<file path="src/rtl/imem_loader_if.sv">
// Host word stream plus instruction-RAM write port used by the imem_loader.
// The slave side is the loader; the master side is the host/bench.
interface imem_loader_if #(
    parameter int ADDR_W = 5
) ();
    logic              in_valid;
    logic [31:0]       in_data;
    logic              in_last;
    logic              in_ready;
    logic              imem_we;
    logic [ADDR_W-1:0] imem_addr;
    logic [31:0]       imem_wdata;

    modport master (
        output in_valid, in_data, in_last,
        input  in_ready, imem_we, imem_addr, imem_wdata
    );

    modport slave (
        input  in_valid, in_data, in_last,
        output in_ready, imem_we, imem_addr, imem_wdata
    );
endinterface

</file>
<file path="src/rtl/imem_loader.sv">
// Streams host words into the instruction RAM and holds the CPU in reset until loaded.
// Optional checksum stage enabled by defining IMEM_LOADER_CHECKSUM_EN.
module imem_loader #(
    parameter int DEPTH       = 28,
    parameter int ADDR_W      = 5,
    parameter int HOLD_CYCLES = 2
) (
    input  logic              CLK,
    input  logic              reset,
    input  logic              start,
    imem_loader_if.slave      bus,
    output logic              cpu_reset,
    output logic              done,
    output logic              error,
    output logic [ADDR_W:0]   word_count
);

    typedef enum logic [2:0] {
        S_IDLE = 3'd0,
        S_LOAD = 3'd1,
`ifdef IMEM_LOADER_CHECKSUM_EN
        S_CSUM = 3'd2,
`endif
        S_HOLD = 3'd3,
        S_RUN  = 3'd4,
        S_ERR  = 3'd5
    } state_t;

    localparam logic [ADDR_W:0] DEPTH_CNT = (ADDR_W + 1)'(DEPTH);
    localparam logic [ADDR_W:0] CNT_ONE   = (ADDR_W + 1)'(1);
    localparam logic [3:0]      HOLD_LAST = 4'(HOLD_CYCLES - 1);

    state_t              state_reg;
    logic                imem_we_reg;
    logic [ADDR_W-1:0]   imem_addr_reg;
    logic [31:0]         imem_wdata_reg;
    logic                cpu_reset_reg;
    logic                done_reg;
    logic                error_reg;
    logic [ADDR_W:0]     word_count_reg;
    logic [3:0]          hold_cnt_reg;
`ifdef IMEM_LOADER_CHECKSUM_EN
    logic [31:0]         sum_reg;
`endif

    logic in_ready;
    logic beat;
    logic load_req;

`ifdef IMEM_LOADER_CHECKSUM_EN
    assign in_ready = (state_reg == S_LOAD) || (state_reg == S_CSUM);
`else
    assign in_ready = (state_reg == S_LOAD);
`endif

    assign beat     = bus.in_valid && in_ready;
    assign load_req = start && ((state_reg == S_IDLE) ||
                                (state_reg == S_RUN)  ||
                                (state_reg == S_ERR));

    always_ff @(posedge CLK) begin
        if (!reset) begin
            state_reg      <= S_IDLE;
            imem_we_reg    <= 1'b0;
            imem_addr_reg  <= '0;
            imem_wdata_reg <= '0;
            cpu_reset_reg  <= 1'b1;
            done_reg       <= 1'b0;
            error_reg      <= 1'b0;
            word_count_reg <= '0;
            hold_cnt_reg   <= '0;
`ifdef IMEM_LOADER_CHECKSUM_EN
            sum_reg        <= '0;
`endif
        end else begin
            imem_we_reg <= 1'b0;
            if (load_req) begin
                // Every accepted start funnels into a fresh load from address 0.
                state_reg      <= S_LOAD;
                cpu_reset_reg  <= 1'b1;
                done_reg       <= 1'b0;
                error_reg      <= 1'b0;
                word_count_reg <= '0;
`ifdef IMEM_LOADER_CHECKSUM_EN
                sum_reg        <= '0;
`endif
            end else begin
                case (state_reg)
                    S_LOAD: begin
                        if (beat) begin
                            if (word_count_reg < DEPTH_CNT) begin
                                imem_we_reg    <= 1'b1;
                                imem_addr_reg  <= word_count_reg[ADDR_W-1:0];
                                imem_wdata_reg <= bus.in_data;
                                word_count_reg <= word_count_reg + CNT_ONE;
`ifdef IMEM_LOADER_CHECKSUM_EN
                                sum_reg        <= sum_reg + bus.in_data;
`endif
                                if (bus.in_last) begin
                                    hold_cnt_reg <= '0;
`ifdef IMEM_LOADER_CHECKSUM_EN
                                    state_reg    <= S_CSUM;
`else
                                    state_reg    <= S_HOLD;
`endif
                                end
                            end else begin
                                // RAM full: the overflowing word is dropped.
                                state_reg <= S_ERR;
                                error_reg <= 1'b1;
                            end
                        end
                    end
`ifdef IMEM_LOADER_CHECKSUM_EN
                    S_CSUM: begin
                        if (beat) begin
                            if (bus.in_data == sum_reg) begin
                                state_reg    <= S_HOLD;
                                hold_cnt_reg <= '0;
                            end else begin
                                state_reg <= S_ERR;
                                error_reg <= 1'b1;
                            end
                        end
                    end
`endif
                    S_HOLD: begin
                        // Last write lands one cycle after its beat, so any
                        // HOLD_CYCLES >= 1 releases the CPU after it.
                        if (hold_cnt_reg == HOLD_LAST) begin
                            cpu_reset_reg <= 1'b0;
                            done_reg      <= 1'b1;
                            state_reg     <= S_RUN;
                        end else begin
                            hold_cnt_reg <= hold_cnt_reg + 4'd1;
                        end
                    end
                    S_IDLE, S_RUN, S_ERR: begin
                        state_reg <= state_reg;
                    end
                    default: begin
                        state_reg     <= S_IDLE;
                        cpu_reset_reg <= 1'b1;
                        done_reg      <= 1'b0;
                    end
                endcase
            end
        end
    end

    assign bus.in_ready   = in_ready;
    assign bus.imem_we    = imem_we_reg;
    assign bus.imem_addr  = imem_addr_reg;
    assign bus.imem_wdata = imem_wdata_reg;
    assign cpu_reset      = cpu_reset_reg;
    assign done           = done_reg;
    assign error          = error_reg;
    assign word_count     = word_count_reg;

endmodule

</file>
<file path="src/flat_wrapper.sv">
// flat-port wrapper written by rule: the top's interface ports become plain ports
module imem_loader_flat 
#(
    parameter int DEPTH       = 28,
    parameter int ADDR_W      = 5,
    parameter int HOLD_CYCLES = 2
)
  (CLK, reset, start, cpu_reset, done, error, word_count, bus_in_valid, bus_in_data, bus_in_last, bus_in_ready, bus_imem_we, bus_imem_addr, bus_imem_wdata);
  imem_loader_if #(.ADDR_W(ADDR_W)) bus_i ();
  input  logic CLK;
  input  logic reset;
  input  logic start;
  output logic cpu_reset;
  output logic done;
  output logic error;
  output logic [ADDR_W:0] word_count;
  input wire logic [$bits(bus_i.in_valid)-1:0] bus_in_valid;
  input wire logic [$bits(bus_i.in_data)-1:0] bus_in_data;
  input wire logic [$bits(bus_i.in_last)-1:0] bus_in_last;
  output wire logic [$bits(bus_i.in_ready)-1:0] bus_in_ready;
  output wire logic [$bits(bus_i.imem_we)-1:0] bus_imem_we;
  output wire logic [$bits(bus_i.imem_addr)-1:0] bus_imem_addr;
  output wire logic [$bits(bus_i.imem_wdata)-1:0] bus_imem_wdata;
  assign bus_i.in_valid = bus_in_valid;
  assign bus_i.in_data = bus_in_data;
  assign bus_i.in_last = bus_in_last;
  assign bus_in_ready = bus_i.in_ready;
  assign bus_imem_we = bus_i.imem_we;
  assign bus_imem_addr = bus_i.imem_addr;
  assign bus_imem_wdata = bus_i.imem_wdata;
  imem_loader #(.DEPTH(DEPTH), .ADDR_W(ADDR_W), .HOLD_CYCLES(HOLD_CYCLES)) u_core (.CLK(CLK), .reset(reset), .start(start), .bus(bus_i), .cpu_reset(cpu_reset), .done(done), .error(error), .word_count(word_count));
endmodule
</file>
<file path="config.mk">
export PLATFORM = sky130hd
export DESIGN_NAME = imem_loader_flat
export DESIGN_NICKNAME = d
export VERILOG_FILES = /design/src/rtl/imem_loader_if.sv /design/src/rtl/imem_loader.sv /design/src/flat_wrapper.sv
export SDC_FILE = /design/constraint.sdc
export NUM_CORES = 1
export LEC_CHECK = 0
export CAP_MARGIN = 15
export CORE_ASPECT_RATIO = 0.8
export CORE_MARGIN = 8
export CORE_UTILIZATION = 30
export CTS_CLUSTER_DIAMETER = 120
export DETAILED_ROUTE_END_ITERATION = 6
export GPL_ROUTABILITY_DRIVEN = 0
export PLACE_DENSITY = 0.61
export SETUP_SLACK_MARGIN = 0.1
export SYNTH_ARGS = -nofsm -noshare
export SYNTH_HDL_FRONTEND = slang
export SYNTH_SLANG_ARGS = --single-unit
</file>
<file path="constraint.sdc">
create_clock -name CLK -period 2.6 [get_ports CLK]
set_input_delay 0.65 -clock CLK [delete_from_list [all_inputs] [get_ports CLK]]
set_output_delay 0.65 -clock CLK [all_outputs]
set_load 0.05 [all_outputs]
</file>
### Word level (Yosys, flattened, before mapping)

Cells that the tools add are included.

| operators by class | value |
|---|---|
| bitwise operators | 7 |
| $lt $le $gt $ge | 1 |
| mux-type cells | 16 |
| $mul | 0 |
| reduce and logical (&&, ||, !) cells | 17 |
| shift operators | 0 |
| add/sub/neg operators | 2 |
| div/mod/pow operators | 0 |
| equality and inequality tests | 15 |

Operator list:

| kind | number |
|---|---|
| 2-to-1 mux 4 bit | 4 |
| 2-to-1 mux 3 bit | 4 |
| AND reduction 4 bit | 3 |
| case mux 3 bit (3 select lines) | 1 |
| inequality test 2 bit (second input constant) | 4 |
| case mux 4 bit (2 select lines) | 1 |
| OR reduction 4 bit | 2 |
| inverter 1 bit | 7 |
| adder 6 x 1 -> 6 bit (second input constant) | 1 |
| equality test 3 bit (second input constant) | 2 |
| < comparator 6 x 5 -> 1 bit (second input constant) | 1 |
| inequality test 3 bit (second input constant) | 2 |
| AND reduction 3 bit | 2 |
| AND reduction 6 bit | 1 |
| adder 4 x 1 -> 4 bit (second input constant) | 1 |
| equality test 4 x 1 -> 1 bit (second input constant) | 1 |
| 2-to-1 mux 1 bit | 4 |
| inequality test 2 x 1 -> 1 bit (second input constant) | 2 |
| inequality test 4 bit (second input constant) | 1 |
| case mux 1 bit (2 select lines) | 2 |
| equality test 3 x 1 -> 1 bit (second input constant) | 1 |
| equality test 3 x 2 -> 1 bit (second input constant) | 1 |
| zero test 3 bit | 1 |
| inequality test 3 x 1 -> 1 bit (second input constant) | 1 |
| other kinds (6) | 8 |

| word-level totals | value |
|---|---|
| input bits | 37 |
| memory bits (read-only) | 0 |
| memories kept | 0 |
| bits in registers | 54 |
| latch bits | 0 |
| output and inout port bits | 48 |
| bits in writable memories | 0 |
| word-level logic and storage cells | 68 |

### Longest topological paths before layout

Gate-level depths: netlist (run 1).

| logic depth | value |
|---|---|
| depth in word-level cells | 6 |
| gate-level depth with buffers | 6 |
| depth with buffers taken out | 6 |

### Worst setup path before layout (run 1)

Ideal clock, no wire load.

| timing path | value |
|---|---|
| path kind | reg-to-output |
| start | register u_core.state_reg[1] |
| end | output port bus_in_ready |
| stages on the path, launching flop included | 3 |
| data required time | 1,950 ps |
| arrival | 1,161 ps |
| setup slack | 789 ps |
| buffers on the path | 1 |
| cell sequence | dfxtp_1 clkbuf_1 nor2_1 |

| on the way | value |
|---|---|
| word-level cells in the longest chain between the ends | 1 |

RTL lines:

| item | line | source |
|---|---|---|
| start, declared | imem_loader.sv:33 | `state_t state_reg;` |
| start signal, assigned | imem_loader.sv:139 | `state_reg <= state_reg;` |
| equality test 3 x 1 -> 1 bit | imem_loader.sv:53 | `assign in_ready = (state_reg == S_LOAD);` |
| end, declared | flat_wrapper.sv:20 | `output wire logic [$bits(bus_i.in_ready)-1:0] bus_in_ready;` |

No other way between the ends.

### Worst setup path after layout (run 1)

| timing path | value |
|---|---|
| start | register u_core.word_count_reg[2] (netlist: u_core.word_count[2]) |
| end | output port word_count[2] |

RTL lines:

| item | line | source |
|---|---|---|
| start, declared | imem_loader.sv:40 | `logic [ADDR_W:0] word_count_reg;` |
| start signal, assigned | imem_loader.sv:95 | `word_count_reg <= word_count_reg + CNT_ONE;` |
| end, declared | flat_wrapper.sv:16 | `output logic [ADDR_W:0] word_count;` |

No word-level cell between the ends.

==> metrics.yaml, run 1 <==
cts_tree: "built"
status: "completed"
rsz0062_at_grt: "no"
rr_startpoint: "u_core.hold_cnt_reg[0]$_SDFFE_PN0P_"
fin_skew_ns: 0.00660
hp-class: "flop to flop"
synth_seq_area_share_pct: 50.1
yosysWarnings: 0
synth_area_sq_um: 2160
synth-compound-area-share_pct: 18.7
period_share_pct: 91.1
hold_slack_ns: 0.455
grt_pass1_wl_um: 9320
ir_drop_v: 0.000257
p_per_area_nw_per_um2: 533
finalSetupViolCount: 0
critPathMaxStageDelay_ns: 0.89
crit_path_top_delay_cell: "clkdlybuf4s50_1"
path_buf_inv: 1
cts_buffers: 5
synth_top_cells_by_area: "dfxtp_1, nand2_1, a21boi_1, nor2_1, buf_4"
seq_area_sq_um: 1080
rows: 27
syn_to_final_growth_pct: 48.1
coreArea_sq_um: 6930
async_flop_share_pct: 0
avgSynthCellArea_sq_um: 8.67
vias: 1876
synthCells: 249
setup_tns_ns: 0
crit_arrival_ns: 1.72
yosys.area.top_type: "dfxtp_1"
first_iter_violations: 71
crit_fanout: 6
report.final.hold_viol_count: 0
ys.flop_type: "dfxtp_1"
synth_top_area_share_pct: 50.1
hp-start: "u_core.bus.imem_wdata[30]$_SDFFE_PN0P_"
drc: 0
tightest_slew_ns: 0.662
crit_type: "flop to output port"
routed_wl_um: 5810
yosys_register_bits: 54
vias_per_cell: 4.48
dp_cells: 411
synth_edf_count: 0
cts_root_buf: "clkbuf_8"
maxCapViolCount: 0
synth_mux_area_share_pct: 0
die_x_um: 111
ff2ff_setup_slack_ns: 0.90
clk_path_buf_depth: 2
die-area_sq_um: 10200
crit_required_ns: 1.95
initial_core_util_pct: 31.2
synth_top_family_by_area: "simple AND/OR/NAND/NOR gates"
reg2reg_to: "u_core.cpu_reset$_SDFFE_PP1P_"
fillers: 674
crit_path_end_kind: "output port"
power_mw: 1.70
largest_reg_flops: 32
routedWlPerCell_um: 13.9
synth_fa_ha_area_share_pct: 1.74
cts_max_level: 2
fmax_mhz: 422
port_buffers: 84
synthDistinctLibCells: 32
globalRouteOverflowTotal: 0
critPathTopFamily: "buffers and inverters"
antenna_cells: 0
synth_xor_area_share_pct: 2.03
synthTopCellsByCount: "nand2_1, dfxtp_1, a21boi_1"
num-nets-final: 371
cp-start-kind: "flop"
final_max_slew_viol_count: 0
path_cells: "clkdlybuf4s50_1"
grt_max_degree: 41
firstDrtPassIters: 4
antenna_found_initial: 0
clkLatencyLatePin_ns: 0.30
hold_path_end: "u_core.bus.imem_wdata[30]$_SDFFE_PN0P_"
die-height_um: 91.9
design_area_sq_um: 3200
drive_gt1_share_pct: 4.82
cts.clk_slew.worst_paths_ns: 0.10
rr_worst_depth: 4
synth_most_common_cell: "nand2_1"
io_pins: 85
grt_pass1_vias: 1801
dp_hpwl_um: 4190
worst_slew_margin_rel_pct: 55.8
ant_nets: 0
hold_depth: 2
post_cts_buffers: 0
multiInputGateArea_sq_um: 981
syn-num-nets: 289
p_leak_nw: 1.15
fin_cells: 419
grt.total_usage_pct: 11.1
min_period_ns: 2.37
synth-simple-area-share_pct: 23.0
placed_cell_area_sq_um: 3080
cts.sinks: 54
==> per-layer routing <==
layer  global-route usage [%]  vias up  wire, um
met5                        0        -         0
met4                     3.03        0        35
met3                     6.32        4       568
met2                     15.3       62      2300
met1                     14.3      830      2910
li1                         -      980         -
==> power breakdown <==
| group | switching, mW | internal (mW) | leakage, nW | total (mW) |
|---|---|---|---|---|
| Combinational | 0.159 | 0.121 | 0.664 | 0.279 |
| Sequential | 0.0141 | 0.851 | 0.438 | 0.865 |
| Clock | 0.274 | 0.287 | 0.0504 | 0.560 |
==> worst max-delay path by stage <==
stage / to / from / cells past startpoint
5_1_grt: word_count[2] / u_core.word_count[2]$_SDFFE_PP0P_ / 1
3_5_place_dp: u_core.bus.imem_wdata[3]$_SDFFE_PN0P_ / bus_in_valid / 6
6_report: word_count[2] / u_core.word_count[2]$_SDFFE_PP0P_ / 1
4_1_cts: bus_in_ready / u_core.state_reg[2]$_SDFFE_PP0P_ / 3
3_3_place_gp: u_core.word_count[0]$_SDFFE_PP0P_ / bus_in_valid / 6
2_1_floorplan: bus_in_ready / u_core.state_reg[1]$_SDFFE_PP0P_ / 2
==> cells in the final DEF, fill, tap and decap left out, drive strengths merged <==
cell and count:
ha 3, dfxtp 54, a211oi 1, nor3b 1
nand4 1, o21ai 1, nand2 83, o31a 1
a21oi 5, a221o 1, a31oi 2, nand2b 2
and4bb 1, or3b 1, and2 1, clkdlybuf4s50 83
a311oi 1, nor2 11, nand3b 1, bufinv 1
dlymetal6s2s 1, inv 3, clkinvlp 2, xnor2 3
clkbuf 5, buf 6, a21boi 38, o2111ai 1
and3 4, nand3 5, nor2b 5, a41oi 2
xor2 2
==> layout make-up <==
cell class                 instances  area share (%)
timing repair buffer              90            28.2
clock inverter                     3            1.41
tap                               87            3.41
clock buffer                       5            2.15
multi-input combinational        177            30.7
inverter                           3           0.352
sequential                        54            33.8
==> tightest hold or removal path, delay by kind of cell (launching register included) <==
family / cells / cell delay, ns
and+or+nand+nor: 1 / 0.05
DFF: 1 / 0.32
AOI/OAI and AO/OA: 1 / 0.05
==> cell families (layout without fill, tap and decap cells) <==
| logic type | after synthesis | count (layout) |
|---|---|---|
| flip-flops | 54 | 54 |
| buffers and inverters | 18 | 101 |
| AO/OA/AOI/OAI | 53 | 53 |
| adder cells (fa/ha/maj) | 3 | 3 |
| AND/OR/NAND/NOR | 116 | 116 |
| XOR/XNOR | 5 | 5 |
==> timing repair <==
item | 4_1_cts | 5_1_grt
resized for setup | 0 | 1
hold buffers | 0 | 0
setup endpoints to repair | 0 | 1
==> stage by stage <==
stage	setup WS [ns]	util, %
6_report	0.233	46.2
5_1_grt	0.180	46.2
4_1_cts	0.139	46.1
3_5_place_dp	0.400	44.5
3_3_place_gp	0.418	44.5
2_1_floorplan	0.789	-
Power figures use the tool's default switching activity.
==> run 2, diff against run 1 <==
--- a/config.mk
+++ b/config.mk
@@ -8,11 +8,11 @@
 export CAP_MARGIN = 15
 export CORE_ASPECT_RATIO = 0.8
 export CORE_MARGIN = 8
-export CORE_UTILIZATION = 30
+export CORE_UTILIZATION = 46
 export CTS_CLUSTER_DIAMETER = 120
 export DETAILED_ROUTE_END_ITERATION = 6
 export GPL_ROUTABILITY_DRIVEN = 0
-export PLACE_DENSITY = 0.61
+export PLACE_DENSITY = 0.86
 export SETUP_SLACK_MARGIN = 0.1
 export SYNTH_ARGS = -nofsm -noshare
 export SYNTH_HDL_FRONTEND = slang
==> run 2 against run 1 <==
  * Hold slack worse by 0.00080 ns
  * Clock skew is 0.00094 ns lower
  * Sequential share of layout area is 0.33 points higher
  * Combinational power hardly changed
  * First-iteration DRC count is 7.0% higher
  * Cell count is 6.2% lower
  * Highest routed layer unchanged
==> metrics.yaml, run 2 (same netlist as run 1, synthesis figures left out) <==
period_share_pct: 90.0  # was 91.1%
grt_max_degree: 39  # was 41
vias_per_cell: 5.02  # was 4.48
antenna_cells: 0  # unchanged
final_max_slew_viol_count: 0  # unchanged
fillers: 386  # was 674
cts_resized: 0  # unchanged
top_usage_layer: "met2"  # unchanged
clk_path_buf_depth: 2  # unchanged
antenna_found_initial: 0  # unchanged
hp-class: "flop to flop"  # unchanged
clkLatencyLatePin_ns: 0.30  # about the same
largest_reg_flops: 32  # unchanged
path_buf_inv: 1  # unchanged
grt.total_usage_pct: 16.1  # was 11.1%
maxCapViolCount: 0  # unchanged
crit_arrival_ns: 1.69  # was 1.72 ns
finalSetupViolCount: 0  # unchanged
vias: 1974  # was 1,876
die-height_um: 77.3  # was 91.9 um
crit_required_ns: 1.95  # about the same
layout_common_cells: "nand2_1, clkdlybuf4s50_1, dfxtp_1"  # unchanged
grt_pass1_vias: 1969  # was 1,801
rr_worst_depth: 6  # was 4
die-area_sq_um: 7150  # was 10,200 sq um
drc: 0  # unchanged
report.final.hold_viol_count: 0  # unchanged
grt_pass1_wl_um: 9450  # was 9320 um
hold_path_end: "u_core.bus.imem_wdata[13]$_SDFFE_PN0P_"  # was u_core.bus.imem_wdata[30]$_SDFFE_PN0P_
hp-start: "u_core.bus.imem_wdata[13]$_SDFFE_PN0P_"  # was u_core.bus.imem_wdata[30]$_SDFFE_PN0P_
tightest_slew_ns: 0.662  # about the same
rr_startpoint: "u_core.state_reg[1]$_SDFFE_PP0P_"  # was u_core.hold_cnt_reg[0]$_SDFFE_PN0P_
dp_hpwl_um: 4210  # was 4190 um
dp_slack_ns: 0.298  # was 0.400 ns
met3_usage_pct: 8.75  # was 6.32%
worst_slew_margin_rel_pct: 55.8  # about the same
min_period_ns: 2.34  # was 2.37 ns
path_cells: "clkdlybuf4s50_1"  # unchanged
initial_core_util_pct: 47.5  # was 31.2%
globalRouteOverflowTotal: 0  # unchanged
hold_depth: 2  # unchanged
postCtsHoldBufs: 0  # unchanged
ant_nets: 0  # unchanged
cts.sinks: 54  # unchanged
post_cts_buffers: 0  # unchanged
crit_path_top_delay_cell: "clkdlybuf4s50_1"  # unchanged
first_iter_violations: 76  # was 71
cts_root_buf: "clkbuf_8"  # unchanged
p_per_area_nw_per_um2: 535  # was 533 nW/um^2
ff2ff_setup_slack_ns: 0.87  # was 0.90 ns
drive_gt1_share_pct: 5.11  # was 4.82%
rows: 22  # was 27
crit_path_end_kind: "output port"  # unchanged
die_x_um: 92.6  # was 111 um
cp-start-kind: "flop"  # unchanged
crit_type: "flop to output port"  # unchanged
grt_use_met1_pct: 18.6  # was 14.3%
worst_slack_ns: 0.259  # was 0.233 ns
use_met2_pct: 24.9  # was 15.3%
critPathTopFamily: "buffers and inverters"  # unchanged
routed_wl_um: 5660  # was 5810 um
firstDrtPassIters: 4  # unchanged
setup_tns_ns: 0  # unchanged
dp_cells: 385  # was 411
io_pins: 85  # unchanged
fin_cells: 393  # was 419
crit_fanout: 6  # unchanged
reg2reg_to: "u_core.bus.imem_wdata[25]$_SDFFE_PN0P_"  # was u_core.cpu_reset$_SDFFE_PP1P_
coreArea_sq_um: 4540  # was 6930 sq um
critPathMaxStageDelay_ns: 0.89  # about the same
cts_tree: "built"  # unchanged
port_buffers: 84  # unchanged
syn_to_final_growth_pct: 46.7  # was 48.1%
ir_drop_v: 0.000406  # was 0.000257 V
cts_max_level: 2  # unchanged
cts.clk_slew.worst_paths_ns: 0.09  # was 0.10 ns
status: "completed"  # unchanged
cts_buffers: 5  # unchanged
fmax_mhz: 427  # was 422 MHz
rsz0062_at_grt: "no"  # unchanged
num-nets-final: 372  # was 371
p_leak_nw: 1.17  # was 1.15 nW
fin_skew_ns: 0.00566  # was 0.00660 ns
routedWlPerCell_um: 14.4  # was 13.9 um
run 2: cell types whose count changed in the layout (fill, tap and decap cells not counted), sizes merged:
cell,delta
buf,+1
clkinvlp,-2
clkinv,+2
run 2: worst reg2reg max path, stage by stage, from the launching register on:
cell      delay, ns
dfxtp_1        0.34
buf_4          0.17
and4bb_2       0.37
and2_1         0.32
buf_4          0.26
nand2_1        0.09
a21boi_1       0.12
run 2: cell type report:
cell class                 count  area [sq um]  area share, %
clock buffer                   5          68.8           2.17
clock inverter                 3          40.0           1.26
inverter                       3          11.3          0.356
multi-input combinational    177           981           31.0
sequential                    54          1080           34.2
tap                           60          75.1           2.37
timing repair buffer          91           908           28.7
run 2: stage by stage:
stage | instance area, sq um | util, % | hold WS [ns] | total power, mW
detailed placement | 3050 | 67.2 | 0.445 | 1.17
finish | 3170 | 69.7 | 0.454 | 1.69
floorplan | 2160 | - | 0.484 | 1.05
CTS | 3160 | 69.6 | 0.458 | 1.72
global placement | 3050 | 67.2 | 0.439 | 1.16
global route | 3170 | 69.7 | 0.474 | 1.77
run 2: routing by layer:
| layer | part of all wire, % | up-vias | routed length [um] |
|---|---|---|---|
| li1 | - | 985 | - |
| met1 | 42 | 907 | 2390 |
| met2 | 45 | 73 | 2540 |
| met3 | 12 | 9 | 657 |
| met4 | 1.3 | 0 | 76 |
| met5 | 0 | - | 0 |
run 2: how the worst max path moves through the flow:
stage                                      start                                      to  slack (ns)  cells after the start
2_1_floorplan   u_core.state_reg[1]$_SDFFE_PP0P_                            bus_in_ready        0.79                      2
3_3_place_gp                        bus_in_valid  u_core.bus.imem_wdata[13]$_SDFFE_PN0P_        0.36                      6
3_5_place_dp                        bus_in_valid  u_core.bus.imem_wdata[25]$_SDFFE_PN0P_        0.30                      6
4_1_cts         u_core.state_reg[2]$_SDFFE_PP0P_                            bus_in_ready        0.12                      3
5_1_grt        u_core.word_count[2]$_SDFFE_PP0P_                           word_count[2]        0.18                      1
6_report       u_core.word_count[2]$_SDFFE_PP0P_                           word_count[2]        0.26                      1
run 2: report_power, final:
part | internal, mW | switching (mW)
Combinational | 0.123 | 0.160
Sequential | 0.851 | 0.0139
Clock | 0.284 | 0.263
Total | 1.26 | 0.437
